File: config.mk
export PLATFORM = sky130hd
export DESIGN_NAME = muldiv_unit
export DESIGN_NICKNAME = d
export VERILOG_FILES = /design/src/rtl/muldiv_pkg.sv /design/src/rtl/muldiv_iter_core.sv /design/src/rtl/muldiv_unit.sv
export SDC_FILE = /design/constraint.sdc
export NUM_CORES = 1
export LEC_CHECK = 0
export ABC_CLOCK_PERIOD_IN_PS = 6600
export CAP_MARGIN = 10
export CORE_ASPECT_RATIO = 0.7
export CORE_MARGIN = 4
export CORE_UTILIZATION = 47
export DETAILED_ROUTE_END_ITERATION = 8
export HOLD_SLACK_MARGIN = 0.15
export PLACE_DENSITY = 0.65
export SYNTH_ARGS = -nofsm -noshare
export SYNTH_HDL_FRONTEND = slang
export SYNTH_HIERARCHICAL = 1
export SYNTH_SLANG_ARGS = --single-unit
File: constraint.sdc
create_clock -name clk -period 6.6 [get_ports clk]
set_input_delay 0.66 -clock clk [delete_from_list [all_inputs] [get_ports clk]]
set_output_delay 0.66 -clock clk [all_outputs]
set_load 0.005 [all_outputs]
File: src/rtl/muldiv_pkg.sv
// Shared types for the RV32M multiply/divide unit: op encodings, FSM states, iteration count.
package muldiv_pkg;

    localparam int unsigned ITER_COUNT = 32;

    typedef enum logic [2:0] {
        OpMul    = 3'd0,
        OpMulh   = 3'd1,
        OpMulhsu = 3'd2,
        OpMulhu  = 3'd3,
        OpDiv    = 3'd4,
        OpDivu   = 3'd5,
        OpRem    = 3'd6,
        OpRemu   = 3'd7
    } md_op_e;

    typedef enum logic [1:0] {
        StIdle = 2'd0,
        StCalc = 2'd1,
        StDone = 2'd2
    } md_state_e;

    function automatic logic [31:0] abs_if(input logic [31:0] v, input logic is_signed);
        return (is_signed && v[31]) ? -v : v;
    endfunction

endpackage

File: src/rtl/muldiv_iter_core.sv
// Unsigned iterative engine: shift-add multiply or restoring divide, one step per enable.
// hi/lo hold {product_hi, product_lo} or {remainder, quotient}; next-step values are exposed.
module muldiv_iter_core (
    input  logic        clk,
    input  logic        reset,
    input  logic        load,
    input  logic        step,
    input  logic        div_mode,
    input  logic [31:0] load_lo,
    input  logic [31:0] load_opnd,
    output logic [31:0] hi_next,
    output logic [31:0] lo_next
);

    logic        div_q;
    logic [31:0] opnd_q;
    logic [31:0] hi_q;
    logic [31:0] lo_q;

    logic [32:0] sum;
    logic [32:0] shifted;
    logic [32:0] trial;
    logic [32:0] rem;
    logic        fits;
    logic        unused_rem_msb;

    always_comb begin
        sum     = {1'b0, hi_q} + (lo_q[0] ? {1'b0, opnd_q} : 33'd0);
        shifted = {hi_q, lo_q[31]};
        fits    = shifted >= {1'b0, opnd_q};
        trial   = shifted - {1'b0, opnd_q};
        // The partial remainder stays below the divisor, so bit 32 is always clear here.
        rem     = fits ? trial : shifted;
        if (div_q) begin
            hi_next = rem[31:0];
            lo_next = {lo_q[30:0], fits};
        end else begin
            hi_next = sum[32:1];
            lo_next = {sum[0], lo_q[31:1]};
        end
    end

    assign unused_rem_msb = rem[32];

    always_ff @(posedge clk) begin
        if (reset) begin
            div_q  <= 1'b0;
            opnd_q <= '0;
            hi_q   <= '0;
            lo_q   <= '0;
        end else if (load) begin
            div_q  <= div_mode;
            opnd_q <= load_opnd;
            hi_q   <= '0;
            lo_q   <= load_lo;
        end else if (step) begin
            hi_q <= hi_next;
            lo_q <= lo_next;
        end
    end

endmodule

File: src/rtl/muldiv_unit.sv
// Iterative RV32M multiply/divide unit with FSM, sign handling and early-out cases.
// Optional FAST_MUL_EN: single-cycle multiplies with early-out timing.
module muldiv_unit
    import muldiv_pkg::*;
#(
    parameter int unsigned CLK_FREQ = 12000000,
    parameter int unsigned XLEN     = 32
) (
    input  logic            clk,
    input  logic            reset,
    input  logic            start,
    input  logic [2:0]      funct3,
    input  logic [XLEN-1:0] rs1_data,
    input  logic [XLEN-1:0] rs2_data,
    input  logic [4:0]      rd_in,
    output logic            busy,
    output logic            done,
    output logic [XLEN-1:0] result,
    output logic [4:0]      rd_out
);

    md_state_e   state_q;
    md_op_e      op_q;
    logic [4:0]  cnt_q;
    logic [31:0] rs1_q, rs2_q, result_q;
    logic [4:0]  rd_q;
    logic        neg_q;

    md_op_e      op_in;
    logic        a_sgn_in, b_sgn_in, neg_in, accept;
    logic [31:0] a_mag_in, b_mag_in;
    logic        div_zero, sgn_ovf, early;
    logic [31:0] early_res, fin_res, div_val, div_fix;
    logic [63:0] mul_prod, mul_fix;
    logic [31:0] eng_hi_next, eng_lo_next;
    logic [31:0] unused_clk_freq;

    assign unused_clk_freq = CLK_FREQ;
    assign accept          = (state_q == StIdle) && start;

    always_comb begin
        op_in    = md_op_e'(funct3);
        a_sgn_in = 1'b0;
        b_sgn_in = 1'b0;
        case (op_in)
            OpMul, OpMulh, OpDiv, OpRem: begin
                a_sgn_in = 1'b1;
                b_sgn_in = 1'b1;
            end
            OpMulhsu: a_sgn_in = 1'b1;
            default: ;
        endcase
        a_mag_in = abs_if(rs1_data, a_sgn_in);
        b_mag_in = abs_if(rs2_data, b_sgn_in);
        // Remainder follows the dividend; everything else uses the xor of operand signs.
        neg_in   = (op_in == OpRem) ? (a_sgn_in & rs1_data[31])
                                    : (a_sgn_in & rs1_data[31]) ^ (b_sgn_in & rs2_data[31]);
    end

    muldiv_iter_core u_core (
        .clk       (clk),
        .reset     (reset),
        .load      (accept),
        .step      ((state_q == StCalc) && !early),
        .div_mode  (funct3[2]),
        .load_lo   (funct3[2] ? a_mag_in : b_mag_in),
        .load_opnd (funct3[2] ? b_mag_in : a_mag_in),
        .hi_next   (eng_hi_next),
        .lo_next   (eng_lo_next)
    );

`ifdef FAST_MUL_EN
    logic signed [32:0] fast_a, fast_b;
    logic        [65:0] fast_prod;
    logic               unused_fast_hi;
    assign fast_a         = {(op_q != OpMulhu) & rs1_q[31], rs1_q};
    assign fast_b         = {((op_q == OpMul) || (op_q == OpMulh)) & rs2_q[31], rs2_q};
    assign fast_prod      = fast_a * fast_b;
    assign unused_fast_hi = ^fast_prod[65:64];
`endif

    always_comb begin
        div_zero = op_q[2] && (rs2_q == '0);
        sgn_ovf  = ((op_q == OpDiv) || (op_q == OpRem)) &&
                   (rs1_q == 32'h8000_0000) && (rs2_q == 32'hFFFF_FFFF);
        early    = div_zero || sgn_ovf;
        if ((op_q == OpDiv) || (op_q == OpDivu)) begin
            early_res = div_zero ? 32'hFFFF_FFFF : 32'h8000_0000;
        end else begin
            early_res = div_zero ? rs1_q : 32'd0;
        end
`ifdef FAST_MUL_EN
        if (!op_q[2]) begin
            early     = 1'b1;
            early_res = (op_q == OpMul) ? fast_prod[31:0] : fast_prod[63:32];
        end
`endif
        mul_prod = {eng_hi_next, eng_lo_next};
        mul_fix  = neg_q ? -mul_prod : mul_prod;
        div_val  = ((op_q == OpRem) || (op_q == OpRemu)) ? eng_hi_next : eng_lo_next;
        div_fix  = neg_q ? -div_val : div_val;
        if (op_q[2]) begin
            fin_res = div_fix;
        end else begin
            fin_res = (op_q == OpMul) ? mul_fix[31:0] : mul_fix[63:32];
        end
    end

    always_ff @(posedge clk) begin
        if (reset) begin
            state_q  <= StIdle;
            op_q     <= OpMul;
            cnt_q    <= '0;
            rs1_q    <= '0;
            rs2_q    <= '0;
            neg_q    <= 1'b0;
            result_q <= '0;
            rd_q     <= '0;
        end else begin
            case (state_q)
                StIdle: begin
                    if (start) begin
                        state_q <= StCalc;
                        op_q    <= op_in;
                        cnt_q   <= '0;
                        rs1_q   <= rs1_data;
                        rs2_q   <= rs2_data;
                        neg_q   <= neg_in;
                        rd_q    <= rd_in;
                    end
                end
                StCalc: begin
                    if (early) begin
                        result_q <= early_res;
                        state_q  <= StDone;
                    end else begin
                        cnt_q <= cnt_q + 5'd1;
                        if (cnt_q == 5'(ITER_COUNT - 1)) begin
                            result_q <= fin_res;
                            state_q  <= StDone;
                        end
                    end
                end
                StDone:  state_q <= StIdle;
                default: state_q <= StIdle;
            endcase
        end
    end

    assign busy   = (state_q != StIdle);
    assign done   = (state_q == StDone);
    assign result = result_q;
    assign rd_out = rd_q;

endmodule

==> results of run 1 <==
## cells in the final DEF (no fill, tap or decap), types with 19 or more instances in the layout
| cell type | instances |
|---|---|
| a211oi_1 | 29 |
| clkdlybuf4s50_1 | 111 |
| nand4_1 | 55 |
| xnor2_1 | 92 |
| mux2i_1 | 150 |
| o31ai_1 | 37 |
| nor3_1 | 66 |
| or4_1 | 27 |
| nor4_1 | 67 |
| nand3_1 | 63 |
| dfxtp_1 | 206 |
| or3_1 | 55 |
| o211ai_1 | 19 |
| buf_4 | 98 |
| clkbuf_16 | 25 |
| a21oi_1 | 242 |
| xor2_1 | 75 |
| ha_1 | 70 |
| o21ai_0 | 133 |
| mux2_2 | 37 |
| and3_1 | 20 |
| a31oi_1 | 47 |
| inv_1 | 80 |
| nand2_1 | 336 |
| nor2_1 | 278 |
| a21o_1 | 28 |
| and2_1 | 42 |
## cells by family (layout without fill, tap and decap cells)
family          Yosys count  in the layout
flops                   209            209
other cells               0              1
simple gates           1088           1088
xor+xnor                167            167
buf+inv                 290            336
fa+ha+maj                72             72
compound gates          713            713
mux                     190            190
## metal layers
layer | vias up | part of all wire [%]
li1 | 9963 | -
met1 | 10570 | 45
met2 | 1391 | 39
met3 | 200 | 13
met4 | 6 | 3.2
met5 | - | 0.049
## report_power, final
part	switching (W)	internal (W)	total, W
sequential	0.0000966	0.00134	0.00143
clock	0.000619	0.000747	0.00137
combinational	0.00135	0.000712	0.00206
## critical path, stage by stage (launching register included)
cell	delay (ns)
dfxtp_1	0.37
inv_1	0.06
ha_1	0.38
nand3_1	0.25
a211oi_2	0.43
o2111ai_1	0.39
a21oi_2	0.35
o221ai_4	0.25
nand2_4	0.32
mux2_1	0.36
a21oi_1	0.29
inv_1	0.21
or4_1	0.60
nor3_1	0.40
or4b_4	0.56
o41ai_1	0.35
mux2_2	0.37
or3_1	0.31
a31oi_1	0.17
## path summary, 6_finish.rpt
check | start | endpoint | slack, ns | depth (start not counted)
worst min register to register | rd_out[1] | rd_out[1] | 0.45 | 2
worst min-delay path | rd_out[1] | rd_out[1] | 0.45 | 2
worst max-delay path | u_core/opnd_q[7] | result[20] | 0.1 | 18
worst max register to register | u_core/opnd_q[7] | result[20] | 0.1 | 18
## final cells by class
type	count	area share, %
clock inverters	9	0.341
repair buffers	209	8.38
clock buffers	34	3.17
diodes	1	0.0114
multi-input cells	2230	64.5
inverters	84	1.45
well taps	544	3.09
flip-flops and latches	209	19.0
## flip-flops by register name (all words and copies together) (netlist names)
signal and count:
u_core/opnd_q 32, rd_out 5, rs1_q 32, u_core/div_q 1, cnt_q 5, state_q 2, u_core/lo_q 32, op_q 3
rs2_q 32, u_core/hi_q 32, result 32, neg_q 1
## metrics by stage
step	util [%]	std cells	cell area, um2	worst slack, ns
2_1_floorplan	-	2729	19500	1.33
3_3_place_gp	51.8	3276	21300	0.303
3_5_place_dp	51.8	3276	21300	0.229
4_1_cts	53.7	3319	22000	0.192
5_1_grt	53.7	3319	22000	0.0452
6_report	53.7	3320	22000	0.0951
## repair_timing
action | in CTS | in global routing
resized for setup | 0 | 1
hold endpoints to repair | 0 | 0
setup endpoints to repair | 0 | 3
==> run metrics, run 1 <==
outcome=completed; Post-Syn Area per Cell=7.16 um2; #FFs+latches synth=between 200 and 250; I/O pin cnt=114; Setup Buffers After CTS=0; die area=45000 um2; final wirelength=approximately 86 mm; simple-gate share of the synthesized area=27.0%; Yosys warning total=6; post-synthesis mux area share=under 10%; gate count after technology mapping=2729; dpl hpwl=around 66 mm; RSZ-0062 raised after global routing=false; initial core utilization=47.6%; Startpoint Class=flip-flop; CP Capture Type=flip-flop; post-layout min period=6.50 ns; Slew Viols, Final=0; Post-synth EDFFs=0; site row count=62; FF/Latch Area=4190 um2; CTS sink cnt=about 210; Yosys top cell by area=dfxtp_1; H-tree levels=1; first drt pass iteration count=7; fillcell total=3983; worst vdd ir=a little over 200 uV; Worst EP required=around 7.1 ns; clk slew on worst S/H paths=~0.070 ns; XOR/XNOR share of the synthesized area=under 10%; routability cong.=1.01; CTS Hold Buffers Added=0; top-count cell post-synth=nand2_1; Async SR Flop Fraction=0%; setup-violating endpoint count in the final report=0; mapped cell area=19500 um2; vias in the first global route=19483; DRT iter0 DRCs=~3500; clk buf depth=3; Rel. slew slack=between 20% and 30%; core area=around 41000 um2; HP Class=flip-flop to flip-flop; M3 GR Usage=about a tenth; top cells by count, synth=337 x nand2_1, 280 x nor2_1, 242 x a21oi_1; M1 GR Usage=between 50% and 60%; post-synthesis compound-gate area fraction=roughly a quarter; Vias/cell=approximately 6.7; largest net degree at the start of global routing=92; Final Hold Viols=0; worst slew pin tran=~1.1 ns; Tot GR Track Use=about 36%; final worst path period share=between 90% and 100%; Cell variety after synth=between 90 and 100; register area share after synthesis=21.4%; PnR Total Power=0.00486 W; area of the multi-input gates=14200 um2; grt met2 use=roughly half; PortBufs=around 110; global route total overflow=0; synth top area cells=dfxtp_1 21%, mux2i_1 7.7%, nand2_1 6.5%, a21oi_1 6.2%, nor2_1 5.4%; first-pass GRT wire length=approximately 130 mm; pwr dens=roughly 220 nW/um2; clk root buf=clkbuf_16; leakage power=approximately 8.6 nW; insertion delay to the later sink of the worst-skew pair=~0.58 ns; TNS Setup=0 ns; fmax=154 MHz; P&R area growth vs syn=12.8%; Top FF cell, synth=dfxtp_1; kind of critical path=flip-flop to flip-flop; WHS=0.454 ns; ANT nets after route=0; layout cells sized above 1=under 10%; largest family of logic cells by synthesized area=simple AND/OR/NAND/NOR gates; Via Count=22130; Wirelength per Cell=around 26 um; max cap viols=0; CTS tree=done; Post-Synth Adder-Cell Area=4.69%; CP max FO=17; Die Wd=about 250 um; DRC viols=0; Die Span Y=about 180 um; nets@finish=just under 3000; share of the synthesized area in the top cell type=21.4%; clk_skew=slightly below 0.02 ns; GRT Max-Usage Layer=met1; antenna violations before repair=3; Post-Syn Nets=~2900; CTS Buf Count=25; Worst Path Arrival=around 7 ns
Power figures use the tool's default switching activity.
==> run 2: changes to the inputs <==
--- a/config.mk
+++ b/config.mk
@@ -12,7 +12,7 @@
 export CORE_UTILIZATION = 47
 export DETAILED_ROUTE_END_ITERATION = 8
 export HOLD_SLACK_MARGIN = 0.15
-export PLACE_DENSITY = 0.65
+export PLACE_DENSITY_LB_ADDON = 0.08
 export SYNTH_ARGS = -nofsm -noshare
 export SYNTH_HDL_FRONTEND = slang
 export SYNTH_HIERARCHICAL = 1
==> run 2 against run 1 <==
Compared with the run above: critical endpoint unchanged; utilization is 0.47 points higher; die area did not move; combinational power up 3%; highest routed layer unchanged; fmax increased by 3.0%; clock-buffer cell count down 4; register-to-register slack better by 0.19 ns.
==> run metrics, run 2 (synthesis results as in run 1) <==
pwr dens=228 nW/um2 (+3.5%); FF/Latch Area=4190 um2 (unchanged); Slew Viols, Final=0 (unchanged); insertion delay to the later sink of the worst-skew pair=0.57 ns (about the same); hold endpoint=rd_out[4]; layout cells sized above 1=8.59% (+0.23 points); vias in the first global route=19865 (+2.0%); outcome=completed; DRC viols=0 (unchanged); most common cell after layout, fill and taps aside=nand2_1; cells along the critical path=inv_1 > ha_1 > nand4_1 > nor4_1 > a221o_1 > or3_4 > o221a_4 > nor2_8 > nor4_1 > a211oi_1 > nor2_1 > or4_1 > nor3_1 > or4b_4 > o41ai_1 > mux2_2 > or3_1 > a31oi_1; clk_skew=0.0152 ns (-0.00465 ns); Inst Count DP=3280 (+0.12%); slowest CP cell=or4_1; clk slew on worst S/H paths=0.06 ns (about the same); CP dominant cell by count=nor4_1; core area=41000 um2 (unchanged); Startpoint Class=flip-flop; CTS tree=done; Worst Path Arrival=6.81 ns (-0.20 ns); Tot GR Track Use=38.4% (+2.1 points); cell depth of the worst flop-to-flop path=18 (unchanged); CTS sink cnt=209 (unchanged); post-cts resize count=0 (unchanged); Wirelength per Cell=27.1 um (+4.8%); fmax=158 MHz (+3.0%); max cap viols=0 (unchanged); area of the multi-input gates=14200 um2 (about the same); first-pass GRT wire length=131 mm (+4.3%); Buf+Inv Stages, Crit Path=1 (-1); pre-CTS WS=0.439 ns (+0.210 ns); worst vdd ir=263 uV (+30%); CTS Buf Count=25 (unchanged); CP max stage delay=0.59 ns (about the same); first drt pass iteration count=8 (+1); leakage power=8.68 nW (+1.1%); final worst path period share=95.7% (-2.8 points); antenna violations before repair=4 (+1); Setup Buffers After CTS=0 (unchanged); PortBufs=113 (unchanged); P&R area growth vs syn=13.8%; Via Count=22202 (+0.33%); post-layout min period=6.32 ns (-0.188 ns); RSZ-0062 raised after global routing=false; site row count=62 (unchanged); Worst R2R End=result[20]; Vias/cell=6.68 (+0.17%); global route total overflow=0 (unchanged); RR Startpoint=u_core/opnd_q[22]; final antenna diode count=0 (-1); clk root buf=clkbuf_16; dpl hpwl=69.5 mm (+5.4%); Worst EP required=7.09 ns (about the same); Rel. slew slack=23.2% (-3.4 points); hold path startpoint=rd_out[4]; fillcell total=4035 (+1.3%); most frequent cells in the layout=336 x nand2_1, 278 x nor2_1, 242 x a21oi_1, 206 x dfxtp_1, 150 x mux2i_1; final wirelength=90.1 mm (+5.0%); Final Hold Viols=0 (unchanged); I/O pin cnt=114 (unchanged); HP Class=flip-flop to flip-flop; post-route insts no fill=3325 (+0.15%); ANT nets after route=0 (unchanged); Die Span Y=179 um (unchanged); DRT iter0 DRCs=3162 (-11%); worst slew pin tran=1.14 ns (+0.0407 ns); CP Capture Type=flip-flop; CP max FO=23 (+6); Largest delay share family, worst path=simple AND/OR/NAND/NOR gates; r2r setup slk=0.28 ns (+0.19 ns); TNS Setup=0 ns (unchanged); kind of critical path=flip-flop to flip-flop; routability cong.=1.03 (+1.7%); die area=45000 um2 (unchanged); initial core utilization=47.6% (unchanged); CTS Hold Buffers Added=0 (unchanged); post-route setup slack=0.283 ns (+0.188 ns); setup-violating endpoint count in the final report=0 (unchanged); clk buf depth=3 (unchanged); H-tree levels=1 (unchanged); largest net degree at the start of global routing=125 (+36%); nets@finish=2910 (+0.14%); Hold Path Stages=2 (unchanged); Die Wd=252 um (unchanged)
## run 2: cell count changes in the layout (fill, tap and decap cells not counted), sizes merged
cell	before	now
buf	98	102
bufinv	0	4
clkbuf	34	30
clkinv	6	9
clkinvlp	3	0
diode	1	0
inv	84	86
## run 2: cell type report
cell class	count	area share (%)
Inverter	84	1.44
Timing Repair Buffer	213	8.78
Tap cell	544	3.06
Multi-Input combinational cell	2230	64.0
Sequential cell	209	18.8
Clock buffer	30	2.94
Clock inverter	15	0.928
## run 2: metrics by stage
| step | cell area (um2) | power, W | util (%) | hold slack [ns] |
|---|---|---|---|---|
| final | 22200 | 0.00508 | 54.2 | 0.455 |
| after global routing | 22200 | 0.00525 | 54.2 | 0.471 |
| after CTS | 22200 | 0.00499 | 54.2 | 0.458 |
| after detailed placement | 21400 | 0.00348 | 52.1 | 0.450 |
| after global placement | 21400 | 0.00348 | 52.1 | 0.443 |
| after floorplan | 19500 | 0.00273 | - | 0.450 |
## run 2: worst max path at each step
| stage | depth (start not counted) | end | from | slack (ns) |
|---|---|---|---|---|
| global placement | 21 | result[29] | u_core/opnd_q[24] | 0.45 |
| finish | 18 | result[20] | u_core/opnd_q[22] | 0.28 |
| floorplan | 21 | result[20] | u_core/opnd_q[18] | 1.33 |
| global route | 18 | result[20] | u_core/opnd_q[24] | 0.07 |
| detailed placement | 21 | result[29] | u_core/opnd_q[24] | 0.44 |
| CTS | 21 | result[29] | u_core/opnd_q[24] | 0.40 |
## run 2: tightest hold or removal path, cell delays in order (launching register included)
cell,delay [ns]
dfxtp_1,0.31
nand2_1,0.05
a21oi_1,0.05
## run 2: layer usage
| layer | up-vias | GRT usage [%] | routed length (um) |
|---|---|---|---|
| li1 | 9974 | - | - |
| met1 | 10565 | 57.8 | 40300 |
| met2 | 1479 | 49.8 | 33500 |
| met3 | 176 | 15.2 | 13800 |
| met4 | 8 | 9.59 | 2530 |
| met5 | - | 0 | 54 |
## run 2: power breakdown
part | switching (W) | leakage, nW | total (W) | internal, W
logic | 0.00139 | 6.54 | 0.00213 | 0.000737
clock network | 0.000643 | 0.428 | 0.00152 | 0.000874
registers | 0.0000934 | 1.71 | 0.00143 | 0.00134
total | 0.00213 | 8.68 | 0.00508 | 0.00295
